`src/rtl/unipolar_rz_decoder.sv`:
```
// Unipolar RZ line decoder.
// Samples an asynchronous RZ line and measures each high pulse. A pulse of
// THRESHOLD_TIME or longer decodes as 1, and a shorter one decodes as 0.
// Bits are packed LSB-first into DATA_WIDTH-bit words. A long low ends a frame.
// Glitches, over-long highs and truncated words are flagged on error.
module unipolar_rz_decoder #(
    parameter int  DATA_WIDTH     = 24,
    parameter real CLOCK_RATE     = 50e6,
    parameter real MIN_HIGH_TIME  = 0.1e-6,
    parameter real THRESHOLD_TIME = 0.6e-6,
    parameter real MAX_HIGH_TIME  = 1.5e-6,
    parameter real RESET_TIME     = 50e-6
) (
    input  logic                  clock,
    input  logic                  reset_n,
    input  logic                  line,
    output logic [DATA_WIDTH-1:0] data,
    output logic                  valid,
    output logic                  frame_end,
    output logic                  error,
    output logic                  synced
);

    // Cycle counts derived from the timing parameters, rounded like the encoder.
    localparam int MIN_CYC = int'(CLOCK_RATE * MIN_HIGH_TIME);
    localparam int THR_CYC = int'(CLOCK_RATE * THRESHOLD_TIME);
    localparam int MAX_CYC = int'(CLOCK_RATE * MAX_HIGH_TIME);
    localparam int RST_CYC = int'(CLOCK_RATE * RESET_TIME);
    localparam int RST_M1  = RST_CYC - 1;
    localparam int LAST_BIT = DATA_WIDTH - 1;

    localparam int CW = $clog2(RST_CYC + 2);
    localparam int BW = $clog2(DATA_WIDTH + 1);

    localparam logic [CW-1:0] MIN_W    = MIN_CYC[CW-1:0];
    localparam logic [CW-1:0] THR_W    = THR_CYC[CW-1:0];
    localparam logic [CW-1:0] MAX_W    = MAX_CYC[CW-1:0];
    localparam logic [CW-1:0] RST_W    = RST_CYC[CW-1:0];
    localparam logic [CW-1:0] RST_M1_W = RST_M1[CW-1:0];
    localparam logic [BW-1:0] LAST_W   = LAST_BIT[BW-1:0];

    typedef enum logic [1:0] {
        WAIT_RESET,
        IDLE,
        HIGH,
        LOW
    } state_t;

    state_t                state, state_nx;
    logic                  line_meta, line_s, line_d;
    logic [CW-1:0]         counter;
    logic [BW-1:0]         bit_count, bit_count_nx;
    logic [DATA_WIDTH-1:0] shift_reg, shift_nx;
    logic [DATA_WIDTH-1:0] data_nx;
    logic                  word_seen, word_seen_nx;
    logic                  valid_nx, error_nx, frame_end_nx;

    logic rise, fall;
    logic low_done, high_timeout, width_ok, bit_val;

    // Two-flop synchronizer for the asynchronous line, plus a one-cycle delayed copy for edge detection.
    always_ff @(posedge clock or negedge reset_n) begin
        if (!reset_n) begin
            line_meta <= 1'b0;
            line_s    <= 1'b0;
            line_d    <= 1'b0;
        end else begin
            // NOTE: registers use <= so every flop samples pre-edge values; blocking here would collapse the synchronizer chain into one flop.
            line_meta <= line;
            line_s    <= line_meta;
            line_d    <= line_s;
        end
    end

    assign rise = line_s & ~line_d;
    assign fall = ~line_s & line_d;

    // Run-length counter. It holds how many cycles line_s kept its level before the current cycle.
    // At a falling edge, that value is the width of the high pulse that just ended.
    always_ff @(posedge clock or negedge reset_n) begin
        if (!reset_n) begin
            counter <= '0;
        end else if (rise || fall) begin
            counter <= CW'(1);
        end else if (counter != RST_W) begin
            counter <= counter + CW'(1);
        end
    end

    // low_done fires once, in the cycle that completes RST_CYC low cycles. The counter then saturates.
    assign low_done     = ~line_s & ~fall & (counter == RST_M1_W);
    // high_timeout fires when the current high cycle is already beyond MAX_CYC.
    assign high_timeout = line_s & ~rise & (counter >= MAX_W);
    assign width_ok     = (counter >= MIN_W) && (counter <= MAX_W);
    assign bit_val      = (counter >= THR_W);

    // FSM next-state logic. It also computes the word assembly and the one-cycle output pulses.
    always_comb begin
        // NOTE: every signal gets a default before the case, so no path leaves one unassigned and no latch is inferred.
        state_nx     = state;
        bit_count_nx = bit_count;
        shift_nx     = shift_reg;
        data_nx      = data;
        word_seen_nx = word_seen;
        valid_nx     = 1'b0;
        error_nx     = 1'b0;
        frame_end_nx = 1'b0;

        case (state)
            WAIT_RESET: begin
                if (low_done) begin
                    state_nx     = IDLE;
                    bit_count_nx = '0;
                end
            end

            IDLE: begin
                if (rise) begin
                    state_nx = HIGH;
                end
            end

            HIGH: begin
                if (fall) begin
                    if (!width_ok) begin
                        error_nx     = 1'b1;
                        bit_count_nx = '0;
                        state_nx     = WAIT_RESET;
                    end else begin
                        shift_nx = {bit_val, shift_reg[DATA_WIDTH-1:1]};
                        state_nx = LOW;
                        if (bit_count == LAST_W) begin
                            data_nx      = shift_nx;
                            valid_nx     = 1'b1;
                            bit_count_nx = '0;
                            word_seen_nx = 1'b1;
                        end else begin
                            bit_count_nx = bit_count + BW'(1);
                        end
                    end
                end else if (high_timeout) begin
                    // Report the error immediately; do not wait for the line to fall.
                    error_nx     = 1'b1;
                    bit_count_nx = '0;
                    state_nx     = WAIT_RESET;
                end
            end

            LOW: begin
                if (rise) begin
                    state_nx = HIGH;
                end else if (low_done) begin
                    if (bit_count == '0) begin
                        if (word_seen) begin
                            frame_end_nx = 1'b1;
                            word_seen_nx = 1'b0;
                        end
                    end else begin
                        // Partial word: the long low has already resynchronized us.
                        error_nx     = 1'b1;
                        bit_count_nx = '0;
                    end
                    state_nx = IDLE;
                end
            end

            default: state_nx = WAIT_RESET;
        endcase
    end

    // State, word assembly and registered output pulses.
    always_ff @(posedge clock or negedge reset_n) begin
        if (!reset_n) begin
            state     <= WAIT_RESET;
            bit_count <= '0;
            // NOTE: shift_reg is reset even though each word overwrites it fully, so no X value can ever reach data.
            shift_reg <= '0;
            data      <= '0;
            word_seen <= 1'b0;
            valid     <= 1'b0;
            error     <= 1'b0;
            frame_end <= 1'b0;
        end else begin
            state     <= state_nx;
            bit_count <= bit_count_nx;
            shift_reg <= shift_nx;
            data      <= data_nx;
            word_seen <= word_seen_nx;
            valid     <= valid_nx;
            error     <= error_nx;
            frame_end <= frame_end_nx;
        end
    end

    assign synced = (state != WAIT_RESET);

endmodule

```
`config.mk`:
```
export PLATFORM = sky130hd
export DESIGN_NAME = unipolar_rz_decoder
export DESIGN_NICKNAME = d
export VERILOG_FILES = /design/src/rtl/unipolar_rz_decoder.sv
export SDC_FILE = /design/constraint.sdc
export NUM_CORES = 1
export LEC_CHECK = 0
export ABC_AREA = 1
export BUFFER_PORTS_ARGS = -buffer_cell sky130_fd_sc_hd__buf_2
export CORE_MARGIN = 4
export CORE_UTILIZATION = 66
export CTS_BUF_LIST = sky130_fd_sc_hd__clkbuf_8
export CTS_CLUSTER_DIAMETER = 40
export CTS_CLUSTER_SIZE = 10
export DETAILED_ROUTE_END_ITERATION = 7
export HOLD_SLACK_MARGIN = 0.08
export PLACE_DENSITY_LB_ADDON = 0.1
export SETUP_SLACK_MARGIN = 0.05
export SKIP_CTS_REPAIR_TIMING = 1
export SLEW_MARGIN = 20
export SYNTH_ARGS = -nofsm -noshare
export SYNTH_HDL_FRONTEND = slang
export SYNTH_SLANG_ARGS = --single-unit
```
`constraint.sdc`:
```
create_clock -name clock -period 5.3 [get_ports clock]
set_clock_uncertainty 0.1 [all_clocks]
set_input_delay 0.795 -clock clock [delete_from_list [all_inputs] [get_ports clock]]
set_output_delay 0.795 -clock clock [all_outputs]
set_load 0.01 [all_outputs]
```
Word-level counts from Yosys, hierarchy flattened:

Cells that the tools add are included.

* add/sub/neg operators: 2
* magnitude comparators: 4
* equality and inequality tests: 16
* mux-type cells: 41
* bitwise gates (word level): 10
* reductions and logical operators: 13

Operators with widths (number)
* two-way mux 5 bit: 8
* two-way mux 12 bit: 2
* two-way mux 1 bit: 21
* != test 2 bit (second input constant): 9
* case mux 5 bit (3 select lines): 1
* adder 12 x 1 -> 12 bit (second input constant): 1
* equality test 12 bit (second input constant): 1
* greater-or-equal comparator 12 x 3 -> 1 bit (second input constant): 1
* greater-or-equal comparator 12 x 5 -> 1 bit (second input constant): 1
* greater-or-equal comparator 12 x 7 -> 1 bit (second input constant): 1
* less-or-equal comparator 12 x 7 -> 1 bit (second input constant): 1
* two-way mux 2 bit: 6
* != test 12 bit (second input constant): 1
* case mux 2 bit (4 select lines): 1
* AND reduction 7 bit: 1
* AND 1 bit: 6
* AND reduction 6 bit: 1
* nonzero test 2 bit: 3
* adder 5 x 1 -> 5 bit (second input constant): 1
* equality test 5 bit (second input constant): 1
* logical NOT 5 bit: 1
* equality test 2 bit (second input constant): 2
* NOT 1 bit: 4
* case mux 1 bit (2 select lines): 2
* other kinds (9): 9

* bits in registers: 74
* input bits: 3
* output and inout port bits: 28
* word-level logic and storage cells: 98

Depth between registers and ports, before layout:

Gate-level depths: netlist of run 1.

* word-level depth: 8
* gate-level depth with buffers: 13
* depth with buffers taken out: 12

Least setup slack after synthesis of run 1:

Ideal clock, no wire load.

* path kind: register to register
* start point: reg counter[0]
* end point: reg data[1]
* setup time: 0.118 ns
* arrival: 1.501 ns
* data required time: 5.082 ns
* slack: 3.582 ns
* cell stages (with the launch flop): 12
* path buffers: 2
* clock period less this slack: 1.718 ns
* cells stage by stage: dfrtp_1 inv_1 ha_1 nand2_1 nand2_1 nand2_1 nor2_1 nor2_4 nand3_2 buf_6 buf_6 o21ai_2

* word-level cells in the longest chain between the ends: 3
* elaborated cells between the ends (all ways): 4
* classes of those cells: 2 x order compare; 2 x reduce/logical

RTL lines
* from (decl): line 51 `logic [CW-1:0] counter;`
* from (signal assigned): line 86 `counter <= counter + CW'(1);`
* greater-or-equal comparator 12 x 3 -> 1 bit / less-or-equal comparator 12 x 7 -> 1 bit (equally long branches): line 94 `assign width_ok = (counter >= MIN_W) && (counter <= MAX_W);`
* logical AND 1 bit (*): line 94
* AND reduction 4 bit (no line) (*)
* to (signal assigned): line 187 `data <= data_nx;`
* to (decl): line 17 `output logic [DATA_WIDTH-1:0] data,`

Every way passes the cells marked *; elsewhere a longest branch is shown, timed or not.
A chain may end at the register's enable or synchronous reset.

Worst setup path after layout of run 1:

* start point: reg bit_count[0]
* end point: reg data[3]

* word-level cells in the longest chain between the ends: 2

RTL lines
* from (decl): line 52 `logic [BW-1:0] bit_count, bit_count_nx;`
* from (signal assigned): line 185 `bit_count <= bit_count_nx;`
* equality test 5 bit: line 132 `if (bit_count == LAST_W) begin`
* AND reduction 4 bit (no line)

Every way passes these cells.

==> results of run 1 <==
## metrics by stage
step                      cell area [µm²]  power (mW)
after global routing                 3760        1.10
after CTS                            3760        1.06
final                                3760        1.06
after global placement               3560       0.636
after detailed placement             3560       0.638
after floorplan                      3400       0.616
## power by group
group          switching (mW)  internal [mW]
combinational          0.0403         0.0160
clock                   0.191          0.237
sequential            0.00795          0.563
total                   0.239          0.816
## worst max-delay path, delay by kind of cell (launching register included)
kind,cells,cell delay (ns)
buf+inv,2,0.13
fa+ha+maj,1,0.19
simple gates,6,1.55
flops,1,0.39
compound gates,1,0.09
## cell usage in the layout, fill, tap and decap left out, types with 5 or more instances in the layout
master / Yosys / layout
a21oi_1: 10 / 10
buf_2: 5 / 30
clkbuf_8: 0 / 11
dfrtp_1: 73 / 73
ha_1: 10 / 10
inv_1: 49 / 51
inv_2: 9 / 9
nand2_1: 91 / 91
nand3_1: 16 / 16
nand4_1: 9 / 9
nor2_1: 23 / 23
nor3_1: 5 / 5
o21ai_0: 21 / 21
o21ai_1: 23 / 23
o21ai_2: 14 / 14
## area by class of cell
| type | instances | area [µm²] | area share |
|---|---|---|---|
| repair buffers | 31 | 158 | 0.0419 |
| flip-flops and latches | 73 | 1830 | 0.486 |
| clock inverters | 4 | 45.0 | 0.0120 |
| inverters | 58 | 218 | 0.0579 |
| well taps | 67 | 83.8 | 0.0223 |
| clock buffers | 11 | 151 | 0.0403 |
| multi-input cells | 244 | 1280 | 0.340 |
## how the worst max path moves through the flow
stage            startpoint       endpoint  slack, ns  cells past startpoint
6_report       bit_count[0]        data[3]       2.68                     10
5_1_grt          counter[1]  shift_reg[18]       2.39                      7
4_1_cts        bit_count[0]        data[3]       2.66                     10
3_5_place_dp     counter[0]        data[3]       2.67                     10
3_3_place_gp     counter[0]        data[3]       2.81                     10
2_1_floorplan    counter[0]        data[1]       3.58                     11
## kinds of logic (layout without fill, tap and decap cells)
| family | Yosys count | after routing | share of synthesized area |
|---|---|---|---|
| compound gates | 74 | 74 | 0.129 |
| xor+xnor | 1 | 1 | 0.00257 |
| fa+ha+maj | 10 | 10 | 0.0368 |
| buf+inv | 68 | 104 | 0.0879 |
| flops | 73 | 73 | 0.537 |
| simple gates | 159 | 159 | 0.207 |
## routing by layer
| metal | vias up | GRT usage | part of all wire |
|---|---|---|---|
| met4 | 0 | 0.110 | 0.023 |
| met3 | 13 | 0.0339 | 0.036 |
| met1 | 1202 | 0.296 | 0.46 |
| met2 | 52 | 0.356 | 0.48 |
| met5 | - | 0 | 0 |
| li1 | 1305 | - | - |
==> impl_summary.md, run 1 <==
Worst hold path
The start point of the worst min-delay path is line_meta. The tightest min-delay check is of the register to register type. The worst hold path passes through 0 cells. The end point of the most critical hold path is line_s.

Timing
Once routing completed, OpenROAD measured the worst setup slack at 2.68 ns. The max-slew violation count came to 0. The number of setup violations in the final report is 0. The period utilization is 0.494. Setup repair after global routing left no endpoint under its margin. The number of failing hold endpoints at the final stage is 0. The worst slew slack as a fraction of its limit is 0.330.

At the pin with the least slew margin, the transition time is 1.00 ns. For this run, the top clock speed supported by timing is 0.382 GHz. After routing, the total negative slack on setup checks comes to 0 ns.

The minimum period implied by the final worst setup slack is 2.62 ns. Across all hold checks on the routed design, the worst slack comes to 0.261 ns.

Synth
After synthesis, the cell types taking the most area are dfrtp_1 54%, nand2_1 10%, inv_1 5.4%. Of the post-synthesis cell area, the dominant cell type holds 0.537. The register area share after synthesis is 0.537. The number of synthesized register bits is 73. The net count of the mapped netlist is 398. The leading cell type by number of instances after synthesis is nand2_1.

Summed over all instances, the cell type with the most area after synthesis is dfrtp_1. The Yosys warning count is 0. The commonest cells after synthesis are 91 x nand2_1, 73 x dfrtp_1, 49 x inv_1.

The per-instance average area after synthesis is 8.84 µm². The synthesized instance count is 385. The number of synthesized flops with an enable pin is 0. The most common flop cell mapped by yosys is dfrtp_1. After synthesis, the netlist uses 26 different library cells.

After synthesis, the share of flip-flops with an asynchronous set or reset is 1.00. The netlist area before placement is 3400 µm².

Clock network
The sink count of the clock tree is 73. At the later pin of the worst-skew pair, clock insertion delay measures 0.34 ns. TritonCTS built the clock tree.

In this run the clock root is driven by a clkbuf_8. The number of clock buffers added by TritonCTS is 9. The clock passes through at most 2 buffers. The level count of the clock H-tree is 3. Clock-pin slew was measured on the worst setup and hold paths at 0.07 ns.

Critical path
STA puts the critical path data arrival time at 2.71 ns. Walking the worst path, the cells encountered are ha_1 > nand2_1 > nor2_2 > inv_2 > nor2_4 > inv_2 > nor2_2 > nand3_2 > nand2_1 > o21ai_2. For flop-to-flop paths, the worst setup slack is 2.68 ns. The worst setup path is captured at a register. The worst register-to-register path begins at bit_count[0]. For this design, the slowest cell found on the critical path is nand3_2. The peak fanout along the critical path is 47. The largest single stage delay on the critical path is 0.77 ns. The startpoint-to-endpoint class of the critical path is register to register.

The critical register-to-register path endpoint is data[3]. Counting cells, the worst reg-to-reg path comes to 10. Data on the critical path is required at its endpoint by 5.40 ns.

The type of element launching the critical path is a register.

Global route
The initial antenna violation count is 0. The total congestion overflow after global routing is 0. For this run, the total global-route usage over all layers was measured as 0.222. Entering global routing, the biggest net connects 74 pins. The number of global-route vias before repair is 2542.

The first-pass GRT wire length is 11.1 mm.

Layout
Relative to the synthesized area, the layout overhead comes to 10.5%. The number of fill cells is 347. The register with the most flip-flops in the layout has 24 of them. The repair_antennas step left the layout with diodes totalling 0. The final core utilization is 0.775. The net count of the finished layout is 430.

Once layout is complete, the cells apart from fillers number 488. Of the cells placed in the final design, the portion with a size suffix greater than 1 is 0.185.

Floorplanning
The die outline area is 6370 µm². The number of placement rows is 25. The initial core utilization is 0.702.

Measured along the x axis, the die boundary spans 79.8 µm. The die height is 79.8 µm. Pin placement for this block handled 31 I/O pins. The core region area is 4850 µm².

Drt
The routed layout has 2572 vias. After detailed routing, the number of remaining DRC violations is 0. For this block, the initial DRC count from the detailed router was 165.

Using the TritonRoute via totals, the vias-per-cell ratio works out to 5.27. The count of nets left with antenna violations once routing finished came out at 0. Dividing the detail-routed wire length by the instance count gives 12.7 µm. Before antenna repair, the detailed router went through 4 iterations. The aggregate routed wire length is 6.18 mm.

Placed design
After detailed placement, the design holds a cell count of 473. The pre-CTS setup slack is 2.67 ns. Detailed placement ended at an HPWL of 4.20 mm. The count of port buffers added during placement is 30. At the end of routability-driven placement, the weighted congestion stood at 0.918.

Pwr
IR analysis of the VDD net gives a maximum drop of 0.000261 V. For this design the ratio of total power to cell area is 281 nW/µm². The cell leakage power is 1.86 nW.

Outcome
The run finished with clean final reports.

Run
The count of max-cap constraint violations is 0.
(Power assumes the default switching activity.)
==> run 2: changes to the inputs <==
CORE_UTILIZATION = 55   (was 66)
clock period = 2.1 ns   (was 5.3 ns; I/O delays follow)
==> run 2 against run 1 <==
  * Total power grew to 2.7 times the previous value
  * Non-clock buffer count is 9 higher
  * Largest power group unchanged
  * Flip-flop and latch count unchanged
  * Fmax increased by 39%
==> impl_summary.md, run 2 (same netlist as run 1, synthesis figures left out) <==
Floorplanning
The die height is 86.7 µm. The die outline area is 7510 µm². The core region area is 5960 µm².

The number of placement rows is 28. The initial core utilization is 0.571. The width of the die is 86.7 µm. The boundary pin count is 31.

Timing
Setup repair after global routing could not meet its margin everywhere. The sum of negative setup slack is 0 ns. The number of failing hold endpoints at the final stage came to 0.

Dividing the final minimum period by the clock period gives 0.893. The max-slew violation count is 0. The tightest hold margin is 0.263 ns. The minimum period implied by the final worst setup slack is 1.88 ns.

At the pin with the least slew margin, the transition time is 0.529 ns. Timing would allow up to 0.533 GHz. The worst slew slack as a fraction of its limit is 0.647. The number of setup violations in the final report is 0.

Critical path
The worst setup path is captured at a register. The start of the worst register-to-register path is counter[1]. The type of element launching the critical path is a register. The critical register-to-register path endpoint is shift_reg[20].

The critical path starts at counter[1]. For flop-to-flop paths, the worst setup slack is 0.22 ns. The worst register-to-register path has a depth of 9.

Of all nets on the critical path, the largest fanout is 23. STA puts the critical path data arrival time at 2.04 ns. The worst path required time is 2.26 ns. The startpoint-to-endpoint class of the critical path is register to register.

Layout
The repair_antennas step left the layout with diodes totalling 0. The number of flip-flops under the largest register name is 24. The top cell types in the final layout, fill and taps aside, are 91 x nand2_1, 73 x dfrtp_1, 49 x inv_1. The number of fill cells is 510. Relative to the synthesized area, the layout overhead comes to 16.2%. The net count of the finished layout is 439. The finished layout holds 506 standard cells, fillers aside.

The finished cells cover 3950 µm². The library cell used most frequently in the layout, excluding fill and tap cells, is nand2_1. The fraction of final layout cells with drive strength greater than 1 is 0.206.

Pwr
Of the total power, the clock network draws 0.437. For this design the total switching power over the nets is 0.688 mW. The sequential share of power is 0.507. Dividing total power by cell area gives a power density of 718 nW/µm².

Of the total power, the share spent switching nets is 0.242. After layout, the design draws a total of 2.84 mW. The share of total power in combinational logic is 0.056. IR analysis of the VDD net gives a maximum drop of 0.000424 V. The cell leakage power is 1.93 nW.

The design internal power is 2.15 mW.

Drt
The number of search-and-repair iterations in the first detailed-routing pass is 4. The initial detailed-routing violation count is 155. The final routed wire length divided by cell count is 12.9 µm.

Summing over every cut layer, the via total after detailed routing is 2639. After detailed routing, the total wire length is 6.54 mm. The average via count per standard cell is 5.22.

The number of nets still failing antenna checks after routing is 0. After detailed routing, the number of remaining DRC violations is 0.

Worst hold path
The type of the worst min-delay path is register to register. The worst hold path cell count is 0. The end point of the most critical hold path is line_s.

The startpoint identified for the worst hold timing path is line_meta.

Global route
Summed over all layers, the global routing overflow is 0. The global routing usage summed across all routing layers is 0.195. Entering global routing, the biggest net connects 45 pins. The initial antenna violation count is 0.

The number of global-route vias before repair is 2466. The first-pass GRT wire length is 11.4 mm.

Clock network
The sink count of the clock tree is 73. The buffer depth of the longest clock path is 2. The CTS tree is built. The source-to-sink clock delay at the later pin of the worst-skew pair is 0.36 ns.

The clock tree root driver cell is clkbuf_8. The number of buffers added by the clock tree synthesis step is 9. The clock tree synthesis step divided the H-tree into 3 levels.

The clock transition at the registers of the reported paths is 0.08 ns.

Placed design
The placed cell area is 3690 µm². Input and output buffers added on the ports amount to 30. The routability congestion estimate is 0.901. The detailed placement HPWL is 4.74 mm. The total instance count after detailed placement is 488.

Outcome
The flow ran to the end, and the final reports show no timing, DRC or antenna violations.

Run
The tool flagged a number of max-cap violations equal to 0.
[run 2: cell count changes in the layout (fill, tap and decap cells not counted)]
cell	change
inv_1	-2
buf_12	+5
clkinvlp_4	+1
bufinv_16	+1
dlygate4sd3_1	+2
nor2_2	+1
nand3_2	-2
inv_8	+1
clkbuf_8	-2
nor2_1	-1
buf_4	+2
nand3_4	+2
clkinv_4	+2
[run 2: per-stage QoR]
| stage | setup WS [ns] | util |
|---|---|---|
| after CTS | 0.163 | 0.658 |
| after detailed placement | 0.175 | 0.619 |
| after global placement | 0.226 | 0.619 |
| final | 0.224 | 0.664 |
| after floorplan | 0.382 | - |
| after global routing | 0.0409 | 0.664 |
[run 2: worst max-delay path by stage]
| stage | endpoint | slack (ns) |
|---|---|---|
| final | shift_reg[20] | 0.22 |
| after global routing | shift_reg[20] | 0.04 |
| after CTS | shift_reg[20] | 0.16 |
| after detailed placement | data[0] | 0.18 |
| after global placement | data[0] | 0.23 |
| after floorplan | data[1] | 0.38 |
[run 2: area by class of cell]
cell class                 count  area [µm²]  share of cell area
sequential                    73        1830               0.462
multi-input combinational    244        1290               0.328
timing repair buffer          40         293              0.0741
clock buffer                   9         124              0.0313
tap                           75        93.8              0.0237
inverter                      58         218              0.0551
clock inverter                 7         104              0.0263
[run 2: worst max-delay path, stage by stage (launching register included)]
cell and delay, ns:
dfrtp_1 0.42, ha_1 0.26, nor2_1 0.12, nor2_1 0.05
nand3_1 0.09, nand2_2 0.07, nand2_2 0.14, nand3_4 0.15
buf_12 0.19, o21ai_0 0.19
[run 2: power by group through the flow]
stage	sequential, mW	combinational (mW)	clock, mW
after floorplan	1.46	0.0913	0
after global placement	1.47	0.153	0
after detailed placement	1.47	0.156	0
after CTS	1.44	0.156	1.27
after global routing	1.44	0.184	1.34
final	1.44	0.159	1.24
[run 2: per-layer routing]
layer / GRT usage / vias to the layer above / routed length [µm] / share of wire
met4: 0.0822 / 0 / 136 / 0.021
met2: 0.311 / 56 / 3110 / 0.48
li1: - / 1330 / - / -
met3: 0.0456 / 14 / 313 / 0.048
met1: 0.256 / 1239 / 2980 / 0.46
met5: 0 / - / 0 / 0
